==> src/rtl/alu_pkg.sv <==
// Shared ALU definitions: opcode encodings, widths, slot states and the
// legality check used when capturing ALU results.
package alu_pkg;

   localparam int DATA_W = 32;
   localparam int OP_W   = 6;

   localparam logic [OP_W-1:0] ADD_OP  = 6'h00;
   localparam logic [OP_W-1:0] SUB_OP  = 6'h01;
   localparam logic [OP_W-1:0] SHL_OP  = 6'h02;
   localparam logic [OP_W-1:0] LSR_OP  = 6'h03;
   localparam logic [OP_W-1:0] ASR_OP  = 6'h04;
   localparam logic [OP_W-1:0] OR_OP   = 6'h05;
   localparam logic [OP_W-1:0] AND_OP  = 6'h06;
   localparam logic [OP_W-1:0] NOR_OP  = 6'h07;
   localparam logic [OP_W-1:0] XOR_OP  = 6'h08;
   localparam logic [OP_W-1:0] SLT_OP  = 6'h09;
   localparam logic [OP_W-1:0] SLTU_OP = 6'h0A;

   typedef enum logic {
      SLOT_EMPTY = 1'b0,
      SLOT_FULL  = 1'b1
   } slot_state_e;

   function automatic logic is_legal_alu_op(input logic [OP_W-1:0] op);
      logic legal;
      case (op)
         ADD_OP, SUB_OP, SHL_OP, LSR_OP, ASR_OP, OR_OP,
         AND_OP, NOR_OP, XOR_OP, SLT_OP, SLTU_OP: legal = 1'b1;
         default:                                 legal = 1'b0;
      endcase
      return legal;
   endfunction

endpackage

==> src/rtl/alu_share_arbiter_rr_arbiter.sv <==
// Round-robin picker: first asserted request at or after ptr, wrapping
// modulo N. Produces a one-hot grant, its index and an any-grant flag.
module rr_arbiter #(
   parameter int N     = 2,
   parameter int IDX_W = (N > 1) ? $clog2(N) : 1
) (
   input  logic [N-1:0]     req,
   input  logic             enable,
   input  logic [IDX_W-1:0] ptr,
   output logic [N-1:0]     grant,
   output logic [IDX_W-1:0] idx,
   output logic             any
);

   logic found_s;
   int   cand_s;

   // Scan from the pointer upward; the first hit wins.
   always_comb begin
      grant   = '0;
      idx     = '0;
      found_s = 1'b0;
      cand_s  = 0;
      for (int k = 0; k < N; k++) begin
         cand_s = int'(ptr) + k;
         if (cand_s >= N) begin
            cand_s = cand_s - N;
         end else begin
            cand_s = cand_s;
         end
         if (enable && !found_s && req[cand_s]) begin
            found_s       = 1'b1;
            grant[cand_s] = 1'b1;
            idx           = cand_s[IDX_W-1:0];
         end else begin
            found_s = found_s;
         end
      end
   end

   assign any = found_s;

endmodule

==> src/rtl/alu_share_arbiter.sv <==
// Shares one combinational ALU between NUM_REQ requesters: round-robin grant,
// single-entry registered result slot returned to the owning requester.
module alu_share_arbiter
   import alu_pkg::*;
#(
   parameter int NUM_REQ = 2,
   parameter int DATA_W  = 32,
   parameter int OP_W    = 6
) (
   input  logic                    clk,
   input  logic                    rst_n,
   input  logic [NUM_REQ-1:0]      req_valid_i,
   output logic [NUM_REQ-1:0]      req_ready_o,
   input  logic [NUM_REQ*DATA_W-1:0] req_opr_a_i,
   input  logic [NUM_REQ*DATA_W-1:0] req_opr_b_i,
   input  logic [NUM_REQ*OP_W-1:0] req_op_i,
   output logic [NUM_REQ-1:0]      rsp_valid_o,
   input  logic [NUM_REQ-1:0]      rsp_ready_i,
   output logic [DATA_W-1:0]       rsp_res_o,
   output logic                    rsp_z_o,
   output logic                    rsp_n_o,
   output logic                    rsp_err_o,
   output logic [DATA_W-1:0]       opr_a_alu_o,
   output logic [DATA_W-1:0]       opr_b_alu_o,
   output logic [OP_W-1:0]         op_alu_o,
   input  logic [DATA_W-1:0]       res_alu_i,
   input  logic                    z_alu_i,
   input  logic                    n_alu_i
);

   localparam int IDX_W = (NUM_REQ > 1) ? $clog2(NUM_REQ) : 1;

   slot_state_e         state_r;
   logic [IDX_W-1:0]    ptr_r;
   logic [IDX_W-1:0]    owner_r;
   logic [NUM_REQ-1:0]  rsp_valid_r;
   logic [DATA_W-1:0]   res_r;
   logic                z_r;
   logic                n_r;
   logic                err_r;

   logic                can_accept_s;
   logic [NUM_REQ-1:0]  grant_s;
   logic [IDX_W-1:0]    grant_idx_s;
   logic                grant_any_s;
   logic                op_legal_s;
   logic [IDX_W-1:0]    ptr_next_s;

   // A full slot only makes room when its owner takes the result this cycle.
   assign can_accept_s = (state_r == SLOT_EMPTY) || rsp_ready_i[owner_r];

   rr_arbiter #(
      .N     (NUM_REQ),
      .IDX_W (IDX_W)
   ) u_rr (
      .req    (req_valid_i),
      .enable (can_accept_s && rst_n),
      .ptr    (ptr_r),
      .grant  (grant_s),
      .idx    (grant_idx_s),
      .any    (grant_any_s)
   );

   assign req_ready_o = grant_s;
   assign op_legal_s  = is_legal_alu_op(op_alu_o);
   assign ptr_next_s  = (grant_idx_s == IDX_W'(NUM_REQ - 1)) ? '0 : grant_idx_s + IDX_W'(1);

   // ALU operand mux; idle cycles present a benign ADD of zeros.
   always_comb begin
      opr_a_alu_o = '0;
      opr_b_alu_o = '0;
      op_alu_o    = ADD_OP;
      if (grant_any_s) begin
         opr_a_alu_o = req_opr_a_i[grant_idx_s*DATA_W +: DATA_W];
         opr_b_alu_o = req_opr_b_i[grant_idx_s*DATA_W +: DATA_W];
         op_alu_o    = req_op_i[grant_idx_s*OP_W +: OP_W];
      end else begin
         op_alu_o    = ADD_OP;
      end
   end

   // Slot FSM, round-robin pointer and registered response outputs.
   always_ff @(posedge clk or negedge rst_n) begin
      if (!rst_n) begin
         state_r     <= SLOT_EMPTY;
         ptr_r       <= '0;
         owner_r     <= '0;
         rsp_valid_r <= '0;
         res_r       <= '0;
         z_r         <= 1'b0;
         n_r         <= 1'b0;
         err_r       <= 1'b0;
      end else if (grant_any_s) begin
         state_r     <= SLOT_FULL;
         owner_r     <= grant_idx_s;
         ptr_r       <= ptr_next_s;
         rsp_valid_r <= grant_s;
         if (op_legal_s) begin
            res_r <= res_alu_i;
            z_r   <= z_alu_i;
            n_r   <= n_alu_i;
            err_r <= 1'b0;
         end else begin
            res_r <= '0;
            z_r   <= 1'b0;
            n_r   <= 1'b0;
            err_r <= 1'b1;
         end
      end else begin
         case (state_r)
            SLOT_FULL: begin
               if (rsp_ready_i[owner_r]) begin
                  state_r     <= SLOT_EMPTY;
                  rsp_valid_r <= '0;
               end else begin
                  state_r     <= SLOT_FULL;
               end
            end
            SLOT_EMPTY: state_r <= SLOT_EMPTY;
            default: begin
               state_r     <= SLOT_EMPTY;
               rsp_valid_r <= '0;
            end
         endcase
      end
   end

   assign rsp_valid_o = rsp_valid_r;
   assign rsp_res_o   = res_r;
   assign rsp_z_o     = z_r;
   assign rsp_n_o     = n_r;
   assign rsp_err_o   = err_r;

endmodule

==> config.mk <==
export PLATFORM = sky130hd
export DESIGN_NAME = alu_share_arbiter
export DESIGN_NICKNAME = d
export VERILOG_FILES = /design/src/rtl/alu_pkg.sv /design/src/rtl/alu_share_arbiter_rr_arbiter.sv /design/src/rtl/alu_share_arbiter.sv
export SDC_FILE = /design/constraint.sdc
export NUM_CORES = 1
export LEC_CHECK = 0
export CORE_AREA = 2 2 111 113
export CTS_BUF_LIST = sky130_fd_sc_hd__clkbuf_8
export DETAILED_ROUTE_END_ITERATION = 7
export DIE_AREA = 0 0 113 115
export SLEW_MARGIN = 20
export SYNTH_ARGS = -nofsm -noshare
export SYNTH_HDL_FRONTEND = slang
export SYNTH_SLANG_ARGS = --single-unit
==> constraint.sdc <==
create_clock -name clk -period 2.4 [get_ports clk]
set_clock_uncertainty 0.05 [all_clocks]
set_input_delay 0.36 -clock clk [delete_from_list [all_inputs] [get_ports clk]]
set_output_delay 0.36 -clock clk [all_outputs]
set_load 0.005 [all_outputs]
==> reports/results.ini <==
[outcome]
outcome=finished, violations left
violations=DRC, setup timing

[place]
port_buffers=288
gp_congestion=0.743
dp.cells=626
hpwl_um=10100

[power]
swShare=0.289
comb_power_share=0.504
p_seq_frac=0.300
pwr-share-clk=0.196
p_int_w=0.00213
peakVddDrop_v=0.000187
powerDensity_nw_per_um2=546
p_switching_w=0.000867
leakage_nw=2.55

[synthesis]
synth_top_cell_by_area=dfrtp_1
ys_types=25
netlist.area_leader.share=0.450
synth-seq-area-share=0.450
yosysMostFrequentCell=a22o_1
synth_edf_count=0
synth_flop_cell=dfrtp_1
ys_seq_elements=40
synth.area.top_cells=dfrtp_1, a22o_1, a32oi_1, clkbuf_1, buf_2
syn-num-nets=376
syn_area_um2=2220
synthTopCellsByCount=a22o_1, dfrtp_1, clkbuf_1
yosys_warnings=0
avgSynthCellArea_um2=11.4
async_flop_share=1.00
syn_inst=196

[clocking]
cts_made_buffers=5
clk_pin_slew_ns=0.08
htree_levels=2
cts-hold-fix-buffers=0
cts.sinks=40
clk_path_buf_depth=2
insertion_delay_ns=0.29
root_buffer=clkbuf_8
cts_tree=built

[sta]
worst_slew_pin_slew_ns=0.502
rsz0062_at_grt=true
fin_crit_sh=1.03
worst_slew_margin_rel=0.666
setup_viol=24
tns_ns=-0.367
hold_violations=0
layout_setup_ws_ns=-0.0683
fmax_mhz=405
period_needed_ns=2.47
slew_violations=0

[global_routing]
grt_use_total=0.185
grt_pass1_wl_um=18600
overflow=0
first_global_vias=3201
antenna_found_initial=1
grt_max_degree=41

[setup_path]
crit_path_top_delay_cell=dfrtp_1
worst-setup-path-type=reg -> out
path_buf_inv=3
cp.arrival_ns=2.06
worstPathCellList=mux2_4 -> o21ai_4 -> nor2_4 -> buf_12 -> buf_16 -> a22o_1 -> buf_2
endpoint_kind=output pin
critPathLaunchType=flop
cp_max_fo=7
path_delay_family=compound AO/OA/AOI/OAI gates
critPathRequiredTime_ns=1.99
cpPeakStageDelay_ns=0.41

[detailed_routing]
drc=22
drt_wl_total_um=12800
ant_nets=0
num_vias=3024
avgViaCountPerCell=4.63
top_layer=met4
wl_per_cell_um=19.6
drtPass1Iterations=7
route.met3.wl_um=936
met2WireLength_um=6380
drt_iter0_markers=184
wl_met1_um=5390

[final_layout]
area_delta_synth_final_pct=147
drive_above_1_share=0.232
final_nets=683
fin_cells=653

[floorplanning]
core_area_um2=11800
dieArea_um2=13000
rows=40
die_w_um=113
io_pins=289
dieHeight_um=115
initial_utilization=0.188

[worst_hold_path]
hp-class=in -> async

[run]
maxCapViolations=0

[registers in the layout, summed over array words and instances, names as in the netlist]
register	cells
rsp_n_o	1
rsp_z_o	1
owner_r	1
state_r	1
ptr_r	1
rsp_valid_o	2
rsp_res_o	32
rsp_err_o	1
[through the flow]
step | instance area [um^2] | util | total power (W) | hold WS (ns) | setup WS [ns]
4_1_cts | 5530 | 0.468 | 0.00304 | 0.160 | -0.0981
5_1_grt | 5490 | 0.465 | 0.00317 | 0.179 | -0.114
3_5_place_dp | 5420 | 0.459 | 0.00245 | 0.422 | -0.352
2_1_floorplan | 2220 | - | 0.00138 | 0.0144 | 0.312
6_report | 5500 | 0.465 | 0.00300 | 0.139 | -0.0683
3_3_place_gp | 5420 | 0.459 | 0.00244 | 0.409 | -0.329
[layer usage]
| metal | GRT usage | up-vias |
|---|---|---|
| met5 | 0 | - |
| met4 | 0.0366 | 0 |
| met3 | 0.0380 | 10 |
| met2 | 0.308 | 148 |
| met1 | 0.251 | 1452 |
| li1 | - | 1414 |
[repair_timing]
item	4_1_cts	5_1_grt
gates cloned	5	0
pin swaps	53	3
buffers inserted	13	1
resized for setup	266	10
endpoints found under the setup margin	72	64
[cells in the final DEF (no fill, tap or decap), drive strengths merged, types with 2 or more instances in the layout]
cell,count
dlygate4sd2,7
buf,93
clkdlybuf4s50,213
a21boi,2
nor2,6
o21ai,3
dlymetal6s2s,2
nand2,2
a32oi,5
a21o,3
clkbuf,14
dfrtp,40
diode,2
a22o,99
inv,5
[final timing paths]
kind	slack [ns]	cells past startpoint	endpoint	from
max reg2reg	0.11	10	rsp_res_o[26]	owner_r
max in group asynchronous	1.82	2	rsp_err_o	rst_n
min reg2reg	0.44	1	rsp_valid_o[0]	rsp_valid_o[0]
min in group clk	0.44	1	rsp_valid_o[0]	rsp_valid_o[0]
min	0.14	2	rsp_res_o[27]	rst_n
max	-0.07	7	opr_a_alu_o[25]	owner_r
[layout make-up]
class	count	area [um^2]
Clock inverter	2	38.8
Antenna cell	2	5.00
Sequential cell	40	1000
Timing Repair Buffer	323	3060
Tap cell	147	184
Clock buffer	6	82.6
Inverter	5	18.8
Multi-Input combinational cell	128	1110
Fill cell	1133	6310
[power groups by stage]
stage | Combinational (W) | Sequential, W | Clock, W
after floorplan | 0.000468 | 0.000916 | 0
after detailed placement | 0.00154 | 0.000913 | 0
after global placement | 0.00153 | 0.000907 | 0
after global routing | 0.00162 | 0.000917 | 0.000636
after CTS | 0.00154 | 0.000900 | 0.000607
final | 0.00151 | 0.000900 | 0.000587
[cells by family after synthesis]
logic type / share of synthesized area
muxes: 0.00675
DFF: 0.450
buffers and inverters: 0.0613
and+or+nand+nor: 0.0203
AOI/OAI and AO/OA: 0.462
Power figures use the tool's default switching activity.
